File: config.mk
export PLATFORM = sky130hd
export DESIGN_NAME = dcache
export DESIGN_NICKNAME = d
export VERILOG_FILES = /design/src/rtl/dcache.sv
export SDC_FILE = /design/constraint.sdc
export NUM_CORES = 2
export LEC_CHECK = 0
export BUFFER_PORTS_ARGS = -buffer_cell sky130_fd_sc_hd__buf_2
export CAP_MARGIN = 10
export CORE_ASPECT_RATIO = 1.75
export CORE_MARGIN = 4
export CORE_UTILIZATION = 45
export CTS_BUF_LIST = sky130_fd_sc_hd__clkbuf_8
export DETAILED_ROUTE_END_ITERATION = 16
export HOLD_SLACK_MARGIN = 0.02
export PLACE_DENSITY = 0.72
export SETUP_SLACK_MARGIN = 0.05
export SKIP_CTS_REPAIR_TIMING = 1
export SKIP_LAST_GASP = 1
export SLEW_MARGIN = 20
export SYNTH_ARGS = -nofsm -noshare
export SYNTH_HDL_FRONTEND = slang
export SYNTH_SLANG_ARGS = --single-unit
File: constraint.sdc
create_clock -name CLK -period 4.6 [get_ports CLK]
set_clock_uncertainty 0.05 [all_clocks]
set_input_delay 0.46 -clock CLK [delete_from_list [all_inputs] [get_ports CLK]]
set_output_delay 0.46 -clock CLK [all_outputs]
set_load 0.01 [all_outputs]
File: src/rtl/dcache.sv
// dcache: direct-mapped, write-back, write-allocate data cache between the MEM stage and the RAM arbiter.
// One-word lines; on halt every dirty line is written back to RAM before flushed is raised.
module dcache #(
    parameter int SETS = 16
) (
    input  logic        CLK,
    input  logic        nRST,
    input  logic        dmemREN,
    input  logic        dmemWEN,
    input  logic [31:0] dmemaddr,
    input  logic [31:0] dmemstore,
    input  logic        halt,
    output logic        dhit,
    output logic [31:0] dmemload,
    output logic        flushed,
    output logic        ramREN,
    output logic        ramWEN,
    output logic [31:0] ramaddr,
    output logic [31:0] ramstore,
    input  logic [31:0] ramload,
    input  logic        ramwait
);

    localparam int IDX_W = $clog2(SETS);
    localparam int TAG_W = 30 - IDX_W;
    localparam logic [IDX_W-1:0] LAST_IDX = IDX_W'(SETS - 1);

    typedef enum logic [2:0] {
        IDLE   = 3'd0,
        WB     = 3'd1,
        FILL   = 3'd2,
        FLUSH  = 3'd3,
        HALTED = 3'd4
    } state_t;

    state_t            state_r;
    state_t            next_state_s;
    logic [IDX_W-1:0]  cnt_r;
    logic [SETS-1:0]   valid_r;
    logic [SETS-1:0]   dirty_r;
    logic [TAG_W-1:0]  tag_r  [SETS];
    logic [31:0]       data_r [SETS];

    logic [IDX_W-1:0]  idx_s;
    logic [TAG_W-1:0]  req_tag_s;
    logic              req_s;
    logic              hit_s;
    logic              victim_dirty_s;
    logic              flush_dirty_s;
    logic              ram_done_s;
    logic              flush_step_s;
    logic              write_hit_s;
    logic              unused_s;

    assign idx_s          = dmemaddr[1+IDX_W:2];
    assign req_tag_s      = dmemaddr[31:2+IDX_W];
    assign req_s          = dmemREN | dmemWEN;
    assign hit_s          = valid_r[idx_s] && (tag_r[idx_s] == req_tag_s);
    assign victim_dirty_s = valid_r[idx_s] & dirty_r[idx_s];
    assign flush_dirty_s  = valid_r[cnt_r] & dirty_r[cnt_r];
    assign ram_done_s     = ~ramwait;
    // A clean line in the flush walk advances without touching RAM.
    assign flush_step_s   = (state_r == FLUSH) && (!flush_dirty_s || ram_done_s);
    assign write_hit_s    = (state_r == IDLE) && !halt && dmemWEN && hit_s;
    assign unused_s       = ^dmemaddr[1:0];

    assign dmemload = data_r[idx_s];
    assign flushed  = (state_r == HALTED);

    // State register
    always_ff @(posedge CLK or negedge nRST) begin
        if (!nRST) begin
            state_r <= IDLE;
        end else begin
            state_r <= next_state_s;
        end
    end

    // Flush line counter
    always_ff @(posedge CLK or negedge nRST) begin
        if (!nRST) begin
            cnt_r <= {IDX_W{1'b0}};
        end else if (state_r == IDLE && halt) begin
            cnt_r <= {IDX_W{1'b0}};
        end else if (flush_step_s) begin
            cnt_r <= cnt_r + {{(IDX_W-1){1'b0}}, 1'b1};
        end else begin
            cnt_r <= cnt_r;
        end
    end

    // Next-state logic
    always_comb begin
        next_state_s = state_r;
        case (state_r)
            IDLE: begin
                if (halt) begin
                    next_state_s = FLUSH;
                end else if (req_s && !hit_s) begin
                    if (victim_dirty_s) begin
                        next_state_s = WB;
                    end else begin
                        next_state_s = FILL;
                    end
                end else begin
                    next_state_s = IDLE;
                end
            end
            WB: begin
                if (ram_done_s) begin
                    next_state_s = FILL;
                end else begin
                    next_state_s = WB;
                end
            end
            FILL: begin
                if (ram_done_s) begin
                    next_state_s = IDLE;
                end else begin
                    next_state_s = FILL;
                end
            end
            FLUSH: begin
                if (flush_step_s && (cnt_r == LAST_IDX)) begin
                    next_state_s = HALTED;
                end else begin
                    next_state_s = FLUSH;
                end
            end
            HALTED: begin
                next_state_s = HALTED;
            end
            default: begin
                next_state_s = IDLE;
            end
        endcase
    end

    // Output decode: pipeline handshake and RAM request
    always_comb begin
        dhit     = 1'b0;
        ramREN   = 1'b0;
        ramWEN   = 1'b0;
        ramaddr  = 32'd0;
        ramstore = 32'd0;
        case (state_r)
            IDLE: begin
                if (!halt && req_s && hit_s) begin
                    dhit = 1'b1;
                end else begin
                    dhit = 1'b0;
                end
            end
            WB: begin
                ramWEN   = 1'b1;
                ramaddr  = {tag_r[idx_s], idx_s, 2'b00};
                ramstore = data_r[idx_s];
            end
            FILL: begin
                ramREN  = 1'b1;
                ramaddr = {dmemaddr[31:2], 2'b00};
            end
            FLUSH: begin
                if (flush_dirty_s) begin
                    ramWEN   = 1'b1;
                    ramaddr  = {tag_r[cnt_r], cnt_r, 2'b00};
                    ramstore = data_r[cnt_r];
                end else begin
                    ramWEN   = 1'b0;
                end
            end
            HALTED: begin
                dhit = 1'b0;
            end
            default: begin
                dhit = 1'b0;
            end
        endcase
    end

    // Line storage: write hits, fills and write-back clean-up
    always_ff @(posedge CLK or negedge nRST) begin
        if (!nRST) begin
            valid_r <= {SETS{1'b0}};
            dirty_r <= {SETS{1'b0}};
            for (int i = 0; i < SETS; i++) begin
                tag_r[i]  <= {TAG_W{1'b0}};
                data_r[i] <= 32'd0;
            end
        end else begin
            case (state_r)
                IDLE: begin
                    if (write_hit_s) begin
                        data_r[idx_s]  <= dmemstore;
                        dirty_r[idx_s] <= 1'b1;
                    end
                end
                WB: begin
                    if (ram_done_s) begin
                        dirty_r[idx_s] <= 1'b0;
                    end
                end
                FILL: begin
                    if (ram_done_s) begin
                        data_r[idx_s]  <= ramload;
                        tag_r[idx_s]   <= req_tag_s;
                        valid_r[idx_s] <= 1'b1;
                        dirty_r[idx_s] <= 1'b0;
                    end
                end
                FLUSH: begin
                    if (flush_dirty_s && ram_done_s) begin
                        dirty_r[cnt_r] <= 1'b0;
                    end
                end
                default: begin
                end
            endcase
        end
    end

endmodule

# Word level (Yosys, flattened, before mapping)
# Index checks and enable logic that the tools add are counted.
[word_totals] rom_bits=0 latch_bits=0 word_cells=148 ff_bits=967 out_inout_bits=100 in_bits=102 mem_bits_rw=0 memories=0
[op_classes] magnitude_cmp=7 eq_ne=10 n_div=0 n_addsub=1 multipliers=0 n_mux=56 bitwise=12 n_reduce_logical=26 shifts=0
[op_table] cell="$bwmux W512" count=2
[op_table] cell="$mux W512" count=2
[op_table] cell="$pmux W512 S2" count=1
[op_table] cell="$bwmux W416" count=1
[op_table] cell="$bmux W32 S4" count=2
[op_table] cell="$mux W32" count=7
[op_table] cell="$bmux W26 S4" count=2
[op_table] cell="$mux W26" count=5
[op_table] cell="$demux W32 S4" count=1
[op_table] cell="$demux W26 S4" count=1
[op_table] cell="$pmux W32 S3" count=1
[op_table] cell="$pmux W32 S2" count=1
[op_table] cell="$mux W16" count=3
[op_table] cell="$pmux W16 S3" count=1
[op_table] cell="$and A16 B16 Y16" count=2
[op_table] cell="$not A16 Y16" count=2
[op_table] cell="$or A16 B16 Y16" count=2
[op_table] cell="$eq A26 B26 Y1" count=1
[op_table] cell="$bmux W1 S4" count=4
[op_table] cell="$pmux W3 S5" count=1
[op_table] cell="$logic_and A1 B1 Y1" count=14
[op_table] cell="$ge A5 B5 Y1 const B" count=2
[op_table] cell="$lt A4 B5 Y1 const B" count=2
[op_table] cell="$mux W1" count=10
[op_table] cell="27 further kinds" count=42

# Depth between registers and ports, before layout
[logic_depth] depth_word=11 depth_mapped=16 depth_no_buf=9

# Least setup slack after synthesis
# No wires, ideal clock.
[synth_path] path_type="input to register" from="input port dmemaddr[4]" to="register data_r[100] (netlist bit)" t_required_ps=4422 slack_ps=392 arrival_ps=4031 path_stages=14 setup_time_ps=128 n_path_buf=6 path_cell_list="buf_2 buf_2 buf_1 mux4_2 mux4_2 xor2_1 nor4_1 nand4_1 or4_1 buf_2 buf_6 a21oi_4 buf_6 mux2_1"
[synth_via] elab_chain_len=9 elab_cells_between_ends=21 classes_between="order compare: 2; eq/ne: 2; mux: 12; bitwise: 1; reduce/logical: 4"
[synth_lines] item="start: declaration" line="10" source="input logic [31:0] dmemaddr,"
[synth_lines] item="$not A4 Y5 (not written as such)" line="58, 194, 205"
[synth_lines] item="$bmux W26 S4" line="58" source="assign hit_s = valid_r[idx_s] && (tag_r[idx_s] == req_tag_s);"
[synth_lines] item="$mux W26 (not written as such) (2 in a row)" line="58"
[synth_lines] item="$eq A26 B26 Y1" line="58"
[synth_lines] item="$logic_and A1 B1 Y1" line="58"
[synth_lines] item="$logic_and A1 B1 Y1" line="64" source="assign write_hit_s = (state_r == IDLE) && !halt && dmemWEN && hit_s;"
[synth_lines] item="$ne A2 B2 Y1 (no source line)"
[synth_lines] item="$reduce_and A3 Y1 (no source line)"
[synth_lines] item="end signal: indexed assignment" line="194" source="data_r[idx_s] <= dmemstore;"
[synth_lines] item="end signal: indexed assignment" line="205" source="data_r[idx_s] <= ramload;"
[synth_lines] item="end: declaration" line="42" source="logic [31:0] data_r [SETS];"
# Parallel ways exist; a longest one is shown, timed or not. The select of a mux whose other input is x is not followed.
# A chain may end at the register's enable or synchronous reset.

# Final worst setup path
[layout_path] from="register tag_r[56] (netlist bit)" to="register data_r[497] (netlist bit)"
[layout_via] elab_chain_len=8
[layout_lines] item="start: declaration" line="41" source="logic [TAG_W-1:0] tag_r [SETS];"
[layout_lines] item="start signal: indexed assignment" line="187" source="tag_r[i] <= {TAG_W{1'b0}};"
[layout_lines] item="start signal: indexed assignment" line="206" source="tag_r[idx_s] <= req_tag_s;"
[layout_lines] item="$bmux W26 S4" line="58"
[layout_lines] item="$mux W26 (not written as such) (2 in a row)" line="58"
[layout_lines] item="$eq A26 B26 Y1" line="58"
[layout_lines] item="$logic_and A1 B1 Y1" line="58"
[layout_lines] item="$logic_and A1 B1 Y1" line="64"
[layout_lines] item="$ne A2 B2 Y1 (no source line)"
[layout_lines] item="$reduce_and A3 Y1 (no source line)"
# Every way passes these cells. The select of a mux whose other input is x is not followed.

==> flow_summary_export.csv <==
group,metric,value,unit
synthesis,synth_edf_count,0,
synthesis,synth-seq-cells,967,
sta,maxSlewViolCount,0,
sta,maxSlewHeadroom,36.7,%
synthesis,yosys_most_used_dff,"dfrtp_1",
clock_network,clk_pin_slew,0.06,ns
floorplanning,die-area,0.125,sq mm
synthesis,seq_area_frac_synth,45.2,%
sta,worst_pin_slew,0.942,ns
setup_path,r2r_slack,0.18,ns
grt,grt_pass1_vias,37100,
setup_path,path_cells,"mux4_2, mux2i_1, xnor2_1, a2111o_1, o31a_1, or3_1, or4_2, buf_12, a21oi_4, buf_12, mux2_1",
setup_path,cp.arrival,5.11,ns
setup_path,r2r-end,"data_r[497]",
grt,grt_max_degree,157,
synthesis,syn_inst,3565,
setup_path,cp_slowest_cell,"or4_2",
setup_path,setup.worst_path.class,"reg2reg",
power,p_total,38.2,mW
synthesis,synth_area_leaders,"dfrtp_1 (45%), mux4_2 (23%), mux2_1 (11%), mux2_2 (9.8%), clkbuf_1 (1.5%)",
power,p_per_area,632,mW/mm^2
detailed_routing,drt_pre_antenna_iters,5,
clock_network,clock_latency,0.88,ns
sta,final_hold_viol_count,0,
detailed_routing,drt-initial-drc-count,3055,
detailed_routing,vias_per_cell,6.42,
clock_network,cts.sinks,967,
sta,min_period,4.42,ns
floorplanning,die_y,464,microns
finish,layout-drive-gt1-share,43.9,%
clock_network,clockBufferDepth,3,
setup_path,startpoint_type,"register",
detailed_routing,wl_met2,80.5,mm
detailed_routing,vias,34800,
finish,final.fill_count,9866,
synthesis,netlist.area_leader.share,45.2,%
synthesis,synthArstFlopShare,100,%
placement,gp_congestion,0.903,
setup_path,r2r_start,"tag_r[56]",
flow_run,maxCapViolations,0,
sta,setup_ws,0.178,ns
sta,setup_tns,0,ns
setup_path,cp_num_buf_inv,2,
hold_path,min_path_cells,2,
floorplanning,die-width,269,microns
synthesis,syn_area_per_cell,15.0,sq um
setup_path,r2r_cells,11,
setup_path,critPathTopFamily,"simple AND/OR/NAND/NOR gates",
finish,register_area,0.0242,sq mm
detailed_routing,wire_per_inst,29.4,microns
placement,placed_cells,5135,
synthesis,syn-cell-area,0.0536,sq mm
sta,finalCritPeriodShare,96.1,%
finish,fin_cells,5413,
hold_path,worst_hold_path_type,"in2reg",
floorplanning,design.core.area,0.118,sq mm
setup_path,cpPeakStageDelay,0.72,ns
finish,area_growth,12.9,%
grt,grt_use_total,25.5,%
setup_path,crit_top_cell,"buf_12",
setup_path,crit_path_start,"tag_r[56]",
setup_path,crit_path_max_fanout,23,
floorplanning,top_level_ports,202,
sta,setup_viol,0,
setup_path,crit_required,5.28,ns
detailed_routing,postRouteAntennaNets,0,
detailed_routing,postRouteWirelength,159,mm
grt,grt_overflow,0,
sta,clock.fmax,226,MHz
setup_path,endpoint_kind,"register",
setup_path,cp.depth,11,
clock_network,cts_htree_levels,4,
sta,rsz0062_at_grt,"no",
detailed_routing,wl_met1,58.7,mm
power,leakage,26.4,nW
floorplanning,start_util,45.3,%
synthesis,ys_types,68,
floorplanning,row_count,167,
synthesis,synth_top_area_cell,"dfrtp_1",
placement,pre_cts_slack,-0.0337,ns
grt,antenna_found_initial,3,
clock_network,cts_tree,"built",
grt,grt_first_pass_wirelength,238,mm
outcome,status,"complete, no violations",
finish,layout_commonest_cell,"dfrtp_1",
placement,dpl.hpwl,101,mm
clock_network,cts_root_buffer,"clkbuf_8",
finish,final_cell_mix,"dfrtp_1 (964), mux4_2 (537), mux2_1 (512)",
finish,nets,3881,
detailed_routing,highest_layer,"met5",
clock_network,cts_buffers,153,
finish,multi_input_comb_area,0.0276,sq mm
detailed_routing,wl_met3,10.1,mm
detailed_routing,drcViolationCount,0,
power,worst_ir_drop_vdd,0.456,mV
placement,io_buffer_count,197,
synthesis,ys.warnings.count,0,
setup_path,crit_end,"data_r[497]",
==> worst register-to-register path, delay by kind of cell, from the launching register on <==
| family | cells | cell delay (ns) |
|---|---|---|
| buffers and inverters | 2 | 0.48 |
| xor gates and xnor gates | 1 | 0.33 |
| DFF | 1 | 0.39 |
| muxes | 3 | 1.12 |
| AOI/OAI and AO/OA | 3 | 0.87 |
| and+or+nand+nor | 2 | 1.08 |
==> worst min path at each step <==
stage / start / to / slack (ns)
floorplan: nRST / cnt_r[0] / 0.11
global placement: valid_r[3] / valid_r[3] / 0.42
detailed placement: valid_r[10] / valid_r[10] / 0.43
CTS: nRST / data_r[466] / -0.49
global route: dmemaddr[19] / tag_r[403] / 0.03
finish: dmemaddr[19] / tag_r[299] / 0.06
==> synth_stat cells (9+ instances only) <==
cell type    n
a21oi_1     16
a21oi_4     13
a22oi_1     18
a31oi_1     17
a32oi_1      9
buf_1       55
buf_2       25
buf_4       19
buf_6       37
clkbuf_1   214
dfrtp_1    967
inv_1       72
mux2_1     512
mux2_2     467
mux2i_1     77
mux4_2     537
nand2_1    108
nand3_1     22
nor2_1      67
nor2b_1     10
nor3_1      27
o211ai_1     9
o21ai_0     76
o221ai_1    10
o22a_1      17
o22ai_1     13
or2_2       17
xnor2_1     17
xor2_1      11
==> report_power, final <==
| part | internal (mW) | switching, mW | leakage (nW) |
|---|---|---|---|
| clock | 3.94 | 3.56 | 1.75 |
| sequential | 12.4 | 2.95 | 12.5 |
| combinational | 8.77 | 6.63 | 12.1 |
| total | 25.1 | 13.1 | 26.4 |
==> metrics by stage <==
| step | util, % | area (sq um) | hold WS, ns |
|---|---|---|---|
| after floorplan | - | 53600 | 0.114 |
| after global placement | 48.4 | 57200 | 0.424 |
| after detailed placement | 48.4 | 57200 | 0.430 |
| after CTS | 51.0 | 60300 | -0.486 |
| after global routing | 51.1 | 60500 | 0.0268 |
| final | 51.1 | 60500 | 0.0632 |
==> routing by layer <==
layer  track usage [%]  vias up
li1                  -    14200
met5                 0        -
met2              43.2     1510
met1              31.3    18600
met3              4.38      465
met4              13.6        2
==> registers in the layout, indices dropped and copies added, names as in the netlist <==
signal and flops:
state_r 3, dirty_r 16, data_r 512, valid_r 16, tag_r 416, cnt_r 4
==> final cells by class <==
type	instances	share of cell area, %
repair buffers	404	5.53
multi-input cells	2173	45.7
well taps	1521	3.15
flip-flops and latches	967	40.0
diodes	4	0.0165
clock buffers	195	4.44
inverters	76	0.488
clock inverters	73	0.699
==> logic make-up after synthesis <==
logic type                 share of synthesized area [%]
DFF                                                 45.2
and+or+nand+nor                                     2.46
AOI/OAI and AO/OA                                   3.53
other                                            0.00700
xor gates and xnor gates                           0.458
adders and majority gates                         0.0934
buffers and inverters                               3.69
muxes                                               44.6
No activity file was read; power rests on OpenSTA's default activity.
